`config.mk`:
```
export PLATFORM = sky130hd
export DESIGN_NAME = sisc_fetch_unit
export DESIGN_NICKNAME = d
export VERILOG_FILES = /design/src/rtl/sisc_fetch_unit.sv
export SDC_FILE = /design/constraint.sdc
export NUM_CORES = 1
export LEC_CHECK = 0
export ABC_AREA = 1
export CORE_MARGIN = 3
export CORE_UTILIZATION = 49
export CTS_BUF_LIST = sky130_fd_sc_hd__clkbuf_4 sky130_fd_sc_hd__clkbuf_8
export DETAILED_ROUTE_END_ITERATION = 12
export PLACE_DENSITY_LB_ADDON = 0.12
export SLEW_MARGIN = 20
export SYNTH_ARGS = -nofsm -noshare
export SYNTH_HDL_FRONTEND = slang
export SYNTH_SLANG_ARGS = --single-unit
```
`constraint.sdc`:
```
create_clock -name clk -period 1.9 [get_ports clk]
set_input_delay 0.38 -clock clk [delete_from_list [all_inputs] [get_ports clk]]
set_output_delay 0.38 -clock clk [all_outputs]
set_load 0.03 [all_outputs]
```
`src/rtl/sisc_fetch_unit.sv`:
```
// sisc_fetch_unit: instruction-side partner of the SISC controller.
// Holds the PC, the instruction register and the status register. Fetches
// instructions over a req/ack handshake. Resolves conditional branches
// against the mm condition mask of the instruction in the IR.
module sisc_fetch_unit #(
    parameter int PC_W = 16
) (
    input  logic            clk,
    input  logic            rst,
    input  logic            fetch_go,
    input  logic            br_go,
    input  logic            stat_en,
    input  logic [3:0]      alu_stat,
    input  logic [31:0]     im_data,
    input  logic            im_ack,
    output logic            im_req,
    output logic [PC_W-1:0] im_addr,
    output logic [31:0]     ir,
    output logic [3:0]      opcode,
    output logic [3:0]      mm,
    output logic [3:0]      stat,
    output logic            ir_valid,
    output logic            br_taken,
    output logic            halted
);

    typedef enum logic {
        IDLE,
        REQ
    } state_t;

    localparam logic [3:0] OP_BRA = 4'd4;
    localparam logic [3:0] OP_BRR = 4'd5;
    localparam logic [3:0] OP_BNE = 4'd6;
    localparam logic [3:0] OP_BNR = 4'd7;
    localparam logic [3:0] OP_HLT = 4'd15;

    state_t          state;
    logic [PC_W-1:0] pc;
    logic [PC_W-1:0] imm_pc;
    logic [PC_W-1:0] br_target;
    logic            cond;
    logic            br_take;

    assign imm_pc  = ir[PC_W-1:0];
    assign im_addr = pc;
    assign opcode  = ir[31:28];
    assign mm      = ir[27:24];

    // Branch decision for the instruction currently in the IR. PC_W never
    // exceeds 16, so the low PC_W bits of pc + sext(imm) are the same as
    // pc + imm[PC_W-1:0]. No explicit sign extension is needed.
    always_comb begin
        cond      = |(stat & mm);
        br_take   = 1'b0;
        br_target = pc;
        case (opcode)
            OP_BRA: begin
                br_take   = cond;
                br_target = imm_pc;
            end
            OP_BRR: begin
                br_take   = cond;
                br_target = pc + imm_pc;
            end
            OP_BNE: begin
                br_take   = !cond;
                br_target = imm_pc;
            end
            OP_BNR: begin
                br_take   = !cond;
                br_target = pc + imm_pc;
            end
            default: begin
                br_take   = 1'b0;
                br_target = pc;
            end
        endcase
    end

    // Fetch FSM, PC/IR/status registers and the registered strobe outputs.
    always_ff @(posedge clk) begin
        if (rst) begin
            state    <= IDLE;
            pc       <= '0;
            ir       <= '0;
            stat     <= '0;
            im_req   <= 1'b0;
            ir_valid <= 1'b0;
            br_taken <= 1'b0;
            halted   <= 1'b0;
        end else begin
            ir_valid <= 1'b0;
            br_taken <= 1'b0;
            if (opcode == OP_HLT) begin
                halted <= 1'b1;
            end
            if (stat_en) begin
                stat <= alu_stat;
            end
            case (state)
                IDLE: begin
                    if (br_go && br_take) begin
                        pc       <= br_target;
                        br_taken <= 1'b1;
                    end
                    if (fetch_go && !halted) begin
                        state  <= REQ;
                        im_req <= 1'b1;
                    end
                end
                REQ: begin
                    if (im_ack) begin
                        ir       <= im_data;
                        pc       <= pc + PC_W'(1);
                        ir_valid <= 1'b1;
                        im_req   <= 1'b0;
                        state    <= IDLE;
                    end
                end
                default: begin
                    state  <= IDLE;
                    im_req <= 1'b0;
                end
            endcase
        end
    end

endmodule

```
==> flow_summary.ini <==
[final_layout]
drive_above_1_share = 0.136
diodes = 0
utilization = 0.756
syn2layout_area_growth_pct = 45.8
fill_cells = 539
final_cell_area_um2 = 5250
fin_nets = 736
finalNonFillerCells = 778

[die]
boundaryPins = 106
rows = 30
die_w_um = 91.7
coreArea_um2 = 6940
start_util = 0.518
die_h_um = 91.7
dieArea_um2 = 8410

[synth]
synthMostInstantiatedCell = nand2_1
ys.flop_type = dfxtp_1
synth_common_cells = nand2_1, inv_1, a21oi_1, o21ai_0, dfxtp_1
synth_seq_cells = 57
synth.area.top_cells = dfxtp_1, nand2_1, a21oi_1
synthesis.area_um2 = 3600
synth_top_cell_by_area = dfxtp_1
netlist.area_leader.share = 0.317
synthCells = 556
async_flop_share = 0
synth_edf_count = 0
ys_types = 34
syn_area_per_cell_um2 = 6.47
synth_nets = 615
seq_area_frac_synth = 0.317
yosys_warnings = 0

[clock_network]
ctsHoldBuffers = 0
cts.sinks = 57
clkTransAtPathRegs_ns = 0.07
cts_root_buffer = clkbuf_8
cts_tree = yes
insertion_delay_ns = 0.35
cts_max_path_buffers = 2
h-tree-depth = 3
cts_buffers = 9

[worst_setup_path]
timing.critical_path.mode_cell = nand2_2
slowest_delay_ns = 0.38
end_kind = flop
cpLargestDelayFamily = simple AND/OR/NAND/NOR gates
critPathMaxFanout = 3
crit_path_top_delay_cell = fa_2
crit_type = reg -> reg
r2r_cells = 12
critPathBufInv = 1
cp.depth = 12
path_cells = ha_4, fa_2, nand2_4, nand2_2, nand3b_1, nand2_2, a21oi_2, inv_1, nand2_1, nand3_2, nand2_2, a21oi_2
crit_required_ns = 2.13
cp-start-kind = flop
critPathArrivalTime_ns = 2.15

[hold_path]
min_path_cells = 2
min_path_type = reg -> reg

[status]
status = finished, violations left
failed_checks = setup timing

[sta]
fin_skew_ns = 0.0117
fmax_mhz = 519
worst_pin_slew_ns = 0.350
setup_tns_ns = -0.0261
slew_violations = 0
min_period_over_period = 1.01
postLayoutSetupSlackWorst_ns = -0.0261
slew_headroom = 0.765
hold_violations = 0
period_minus_slack_ns = 1.93
rsz0062_at_grt = yes
setup-violations-final = 1

[placed_design]
finalWeightedCongestion = 0.895
port_buffers = 105
dpl.hpwl_um = 7990
post_dp_cell_area_um2 = 4840
pre_cts_slack_ns = -0.0450
dpl.cell_count = 757

[routing]
postRouteAntennaNets = 0
drc_errors = 0
wl_per_cell_um = 14.4
viasPerCell = 5.28
totalWireLength_um = 11200
vias = 4105
first_iter_violations = 411
firstDrtPassIters = 6

[run]
maxCapViolations = 0

[global_route]
antenna_found_initial = 0
grt_usage = 0.259
grt_pass1_vias = 3778
overflow = 0
grt_pass1_wl_um = 17700
grt_max_degree = 42

[power]
swShare = 0.320
clockPowerShare = 0.350
power_frac_comb = 0.256
p_sw_uw = 1080
power_leakage_uw = 0.00248
power.density_nw_per_um2 = 641
seqPwrFrac = 0.394
irDropWorstVdd_uv = 388
intPower_uw = 2290
[flip-flops by register name (all words and copies together), names as in the netlist]
signal / cells
im_req: 1
ir: 32
state: 1
stat: 4
ir_valid: 1
br_taken: 1
halted: 1
im_addr: 16
[power by group through the flow]
stage	logic, uW	clock network (uW)	registers, uW
after floorplan	342	0	1490
after global placement	825	0	1340
final	861	1180	1330
after global routing	927	1240	1330
after CTS	837	1180	1320
after detailed placement	835	0	1350
[cell usage in the layout, fill, tap and decap left out, types with 3 or more instances in the layout]
cell type and instances:
dlymetal6s2s_1 13, clkbuf_8 10, buf_4 31, o21ai_0 60
a21oi_2 8, inv_1 81, xnor2_1 4, clkdlybuf4s50_1 88
o211ai_1 3, nand2_2 11, dlygate4sd2_1 4, nand3_2 5
ha_1 12, o22ai_1 3, or2_2 3, nand2_1 97
nor3_1 4, a21oi_1 53, ha_4 3, nand3_1 42
dfxtp_1 54, nor2_1 52, xor2_1 5, o21ai_1 4
[path summary, 6_finish.rpt]
kind / from / end / slack (ns)
max: ir[0] / im_addr[10] / -0.03
min: im_req / im_req / 0.47
max reg2reg: ir[0] / im_addr[10] / -0.03
min reg2reg: im_req / im_req / 0.47
[worst min-delay path, cell delays in order, from the launching register on]
cell	delay, ns
dfxtp_1	0.31
nand2_1	0.06
a21oi_1	0.06
[repair_timing]
item | in CTS | in global routing
setup endpoints to repair | 6 | 27
gates resized for setup | 7 | 46
setup buffers | 0 | 5
pin swaps | 0 | 11
[stage by stage]
stage / total power [uW] / hold WS [ns]
2_1_floorplan: 1830 / 0.449
3_3_place_gp: 2170 / 0.450
3_5_place_dp: 2180 / 0.462
4_1_cts: 3340 / 0.471
5_1_grt: 3500 / 0.500
6_report: 3370 / 0.469
[layout make-up]
cell class                 instances  area, um2  share of cell area
inverter                          83        312              0.0594
timing repair buffer             138       1350               0.258
sequential                        57       1150               0.219
multi-input combinational        388       2120               0.403
clock inverter                     5       55.1              0.0105
tap                               96        120              0.0229
clock buffer                      11        145              0.0277
[per-layer routing]
layer	part of all wire	wire [um]	track usage	vias to the layer above
met5	0	0	0	-
met4	0.018	199	0.100	0
met3	0.088	990	0.0656	21
met2	0.47	5310	0.425	176
met1	0.42	4700	0.325	1868
li1	-	-	-	2040
[kinds of logic (layout without fill, tap and decap cells)]
logic type,after synthesis,count (layout),share of synthesized area
flip-flops,57,57,0.317
XOR/XNOR,9,9,0.0219
adder cells (fa/ha/maj),17,17,0.0612
buffers and inverters,111,237,0.132
AO/OA/AOI/OAI,137,137,0.196
AND/OR/NAND/NOR,225,225,0.271
Power figures use the tool's default switching activity.
==> edit 1, RTL diff (same settings) <==
Make the reset (`rst`) asynchronous in one clocked block.
--- a/src/rtl/sisc_fetch_unit.sv
+++ b/src/rtl/sisc_fetch_unit.sv
@@ -81,3 +81,3 @@
     // Fetch FSM, PC/IR/status registers and the registered strobe outputs.
-    always_ff @(posedge clk) begin
+    always_ff @(posedge clk or posedge rst) begin
         if (rst) begin
Formal check against the unedited RTL: differs if rst is asserted again (counterexample within 4 cycles, from zero or initial values and one cycle with rst high); with rst held inactive, the same outputs for 10 cycles.
==> edit 1 against the unedited design <==
Worst setup slack better by 52 ps; routed wire length rose by 4.9%; critical path depth unchanged; area after synthesis increased by 7.4%; sequential cell count unchanged; final cell count increased by 3.5%; cell area increased by 4.9%; sequential share of layout area rose by 4.1 points.
Power is left out: it rests on default switching activity, and per cell area and clock period it moved more than threefold.
==> edit 1: results (changes against the unedited design) <==
- Status: finished clean
- WL met3: 969 µm (-2.1%)
- Synth warn: 0 (unchanged)
- Top cell type's share of synthesized area: 36.9% (+5.2 points)
- Routed wire per std cell: 14.6 µm (+1.4%)
- Yosys cell types: 35 (+2.9%)
- Worst Max-Slew Pin Slew: 390 ps (+39.7 ps)
- Slowest-stage cell, CP: dfrtp_2
- Largest register by flop count: ir
- CP Launch Point: ir[0]
- Pre-antenna DRT Iters: 5 (-1)
- Routed vias: 4155 (+1.2%)
- Post-DP HPWL: 8850 µm (+11%)
- Initial antenna violation count: 0 (unchanged)
- FF-to-FF path depth: 12 (unchanged)
- Post-synth top cells: nand2_1 (223), inv_1 (72), dfrtp_1 (57)
- Top cell family by delay on the critical path: simple AND/OR/NAND/NOR gates
- Worst-path clk slew: 70 ps (about the same)
- TritonCTS Buffers: 9 (unchanged)
- Placed Area: 5230 µm² (+7.9%)
- Synth area leaders: dfrtp_1 (37%), nand2_1 (22%), inv_1 (7.0%), ha_1 (5.2%), nor2_1 (4.1%)
- Crit path capture: im_addr[10]
- H-tree depth: 3 (unchanged)
- First-pass GRT wire length: 18900 µm (+7.2%)
- Worst-skew pair later-pin latency: 350 ps (about the same)
- Met2 WL post-DR: 5550 µm (+4.5%)
- Fin Clk Skew: 13.3 ps (+1.60 ps)
- FF-to-FF Start: ir[0]
- Synth async-reset ratio: 100% (+100 points)
- CP Max Fanout: 3 (unchanged)
- Share of cells above drive strength 1: 14.3% (+0.67 points)
- IO buf count: 105 (unchanged)
- Reg2Reg Setup Slack: 30 ps (+50 ps)
- Gpl congestion: 0.897 (+0.30%)
- Top Metal Used: met4
- Final setup TNS: 0 ps (+26.1 ps)
- Fmax: 0.534 GHz (+2.8%)
- Post-synth EDFFs: 0 (unchanged)
- Syn Nets: 627 (+2.0%)
- WHS: 329 ps (-140 ps)
- Worst hold path class: in2async
- Inserted Diodes: 0 (unchanged)
- DRT iter0 DRCs: 297 (-28%)
- Max FFs per register: 32 (unchanged)
- GRT Resource Usage Total: 27.2% (+1.3 points)
- Yosys top cell by area: dfrtp_1
- Dpl ws: 24.2 ps (+69.2 ps)
- Crit path largest cell delay: 430 ps (+50 ps)
- Register area share after synthesis: 36.9% (+5.2 points)
- Clk root buf: clkbuf_8
- Largest net degree at the start of global routing: 29 (-31%)
- Vias in the first global route: 4111 (+8.8%)
- Arrival time worst endpoint: 2110 ps (-40 ps)
- DRT met1 WL: 4900 µm (+4.4%)
- Final #Nets: 761 (+3.4%)
- CTS max path bufs: 2 (unchanged)
-- edit 1: changes by cell type in the layout (fill, tap and decap cells not counted), sizes merged, moves of 6 or more --
cell           before  now
a21oi              62   26
buf                33   39
clkdlybuf4s50      88   79
dfrtp               0   57
dfxtp              57    0
dlygate4sd2         4   16
inv                83   77
nand2             109  228
nand3              47   33
nor2               55   43
o21ai              65   31
-- edit 1: worst register-to-register path, stage by stage (launching register included) --
cell      delay, ps
dfrtp_2         430
ha_4            160
fa_2            340
nand2_2          90
nand2_2          60
nand3b_1        120
nand2_2         100
nand2_2          80
nand2_1          60
nand2_1          70
nand3_2          60
a21oi_2         140
nor2_1           40
-- edit 1: timing repair --
action,4_1_cts,5_1_grt
resized for setup,17,31
buffers inserted,0,1
setup endpoints to repair,17,20
pin swaps,0,5
-- edit 1: kinds of logic after synthesis --
logic type / Yosys count / share of synthesized area, %
xor gates and xnor gates: 5 / 1.13
buffers and inverters: 98 / 11.1
AOI/OAI and AO/OA: 65 / 9.13
DFF: 57 / 36.9
and+or+nand+nor: 322 / 34.8
muxes: 4 / 1.17
adders and majority gates: 17 / 5.70
-- edit 1: layout make-up --
cell class / count / area (µm²)
clock inverter: 5 / 56.3
clock buffer: 10 / 138
fill: 605 / 1940
sequential: 57 / 1430
timing repair buffer: 144 / 1390
multi-input combinational: 413 / 2080
tap: 99 / 124
inverter: 77 / 289
-- edit 1: metrics by stage --
stage,util (%),cells
after floorplan,-,568
after global placement,70.2,789
after detailed placement,70.2,789
after CTS,72.5,804
after global routing,73.9,805
final,73.9,805
-- edit 1: layer usage --
metal  vias up  GRT usage [%]
met1      1917           34.9
met3        30           5.34
li1       2039              -
met4         0           12.3
met5         -              0
met2       169           44.3
==> edit 2, RTL diff (same settings) <==
Made on the original files. `PC_W`: 16 -> 20. Comments in the files are not updated.
--- a/src/rtl/sisc_fetch_unit.sv
+++ b/src/rtl/sisc_fetch_unit.sv
@@ -5,3 +5,3 @@
 module sisc_fetch_unit #(
-    parameter int PC_W = 16
+    parameter int PC_W = 20
 ) (
Ports: changed (resized im_addr); port bits go from 106 to 110. The function was not compared with the original's and may differ.
==> edit 2 against the unedited design <==
Sequential cell count increased by 4; area after synthesis increased by 16%; critical path type unchanged; worst setup slack improved by 60 ps; routed wire length increased by 18%; final cell count increased by 17%; largest power group unchanged; total power increased by 13%; count of clock-buffer cells in the layout decreased by 1; cell area increased by 17%.
==> edit 2: results (changes against the unedited design) <==
- FF-to-FF Start: im_addr[0]
- Worst Hold Path EP: ir[23]
- FF-to-FF path depth: 11 (-1)
- First-pass GRT wire length: 21400 µm (+21%)
- Grt met3 use: 6.07% (-0.49 points)
- Pre-antenna DRT Iters: 7 (+1)
- Post-CTS Setup Bufs: 1 (+1)
- Reg2Reg Setup Slack: 30 ps (+60 ps)
- Vias per inst: 5.23 (-0.94%)
- Met2 GRT Util: 43.9% (+1.4 points)
- Syn Nets: 720 (+17%)
- Register area share after synthesis: 29.3% (-2.4 points)
- Leakage power: 2.94 nW (+18%)
- Met2 WL post-DR: 5940 µm (+12%)
- Resized Gates After CTS: 21 (+14)
- Status: finished clean
- Final min period: 1870 ps (-59.9 ps)
- Crit path capture: im_addr[16]
- Routed wire per std cell: 14.5 µm (+0.90%)
- Fillers: 702 (+30%)
- VDD IR max: 0.511 mV (+32%)
- Vias in the first global route: 4568 (+21%)
- Worst Max-Slew Pin Slew: 759 ps (+410 ps)
- Largest net degree at the start of global routing: 60 (+43%)
- Arrival time worst endpoint: 2110 ps (-40 ps)
- DRT iter0 DRCs: 300 (-27%)
- Die X-Extent: 98.3 µm (+7.2%)
- Dpl ws: -61.3 ps (-16.3 ps)
- Gpl congestion: 0.931 (+4.1%)
- Post-DP HPWL: 9620 µm (+20%)
- Synth area leaders: dfxtp_1 (29%), nand2_1 (12%), a21oi_1 (9.2%), inv_1 (8.3%), o21ai_0 (8.2%)
- Yosys cell types: 31 (-8.8%)
- Final #Nets: 865 (+18%)
- GRT Resource Usage Total: 27.0% (+1.2 points)
- DRT met1 WL: 6020 µm (+28%)
- WL met3: 865 µm (-13%)
- Switching share of power: 31.9% (about the same)
- Hold path startpoint: ir[23]
- Post-synth top cells: nand2_1 (130), inv_1 (92), a21oi_1 (77)
edit 2: power groups by stage:
| stage | Combinational, mW | Clock, mW | Sequential [mW] |
|---|---|---|---|
| 2_1_floorplan | 0.392 | 0 | 1.60 |
| 3_3_place_gp | 0.984 | 0 | 1.44 |
| 3_5_place_dp | 0.991 | 0 | 1.44 |
| 4_1_cts | 0.990 | 1.40 | 1.41 |
| 5_1_grt | 1.11 | 1.44 | 1.43 |
| 6_report | 1.02 | 1.36 | 1.42 |
edit 2: cells by family (layout without fill, tap and decap cells):
| kind of cell | after synthesis | count (layout) | synth area share (%) |
|---|---|---|---|
| and+or+nand+nor | 267 | 267 | 27.2 |
| AOI/OAI and AO/OA | 167 | 167 | 20.9 |
| buffers and inverters | 124 | 274 | 12.5 |
| DFF | 61 | 61 | 29.3 |
| adders and majority gates | 21 | 21 | 6.48 |
| xor gates and xnor gates | 17 | 17 | 3.57 |
edit 2: worst max-delay path: stages, from the launching register on:
cell	delay [ps]
dfxtp_4	360
ha_4	130
inv_2	30
fa_2	360
nor2_2	120
nor2_2	70
o21ai_2	220
nand2_1	120
nand3_1	80
nand3_1	70
a21oi_1	150
nor2_1	50
edit 2: area by class of cell:
type / instances / area [µm²] / share of cell area (%)
repair buffers: 164 / 1550 / 25.3
flip-flops and latches: 61 / 1240 / 20.2
clock inverters: 6 / 93.8 / 1.53
inverters: 94 / 353 / 5.77
well taps: 105 / 131 / 2.15
multi-input cells: 472 / 2620 / 42.7
clock buffers: 10 / 138 / 2.25
edit 2: through the flow:
stage	instances	setup TNS, ps	area, µm²	utilization [%]	hold slack, ps
after global placement	892	-91.9	5650	68.5	453
after floorplan	657	0	4190	-	449
after detailed placement	892	-260	5650	68.5	469
after CTS	909	0	5910	71.6	485
final	912	0	6120	74.1	483
after global routing	912	-161	6120	74.1	501
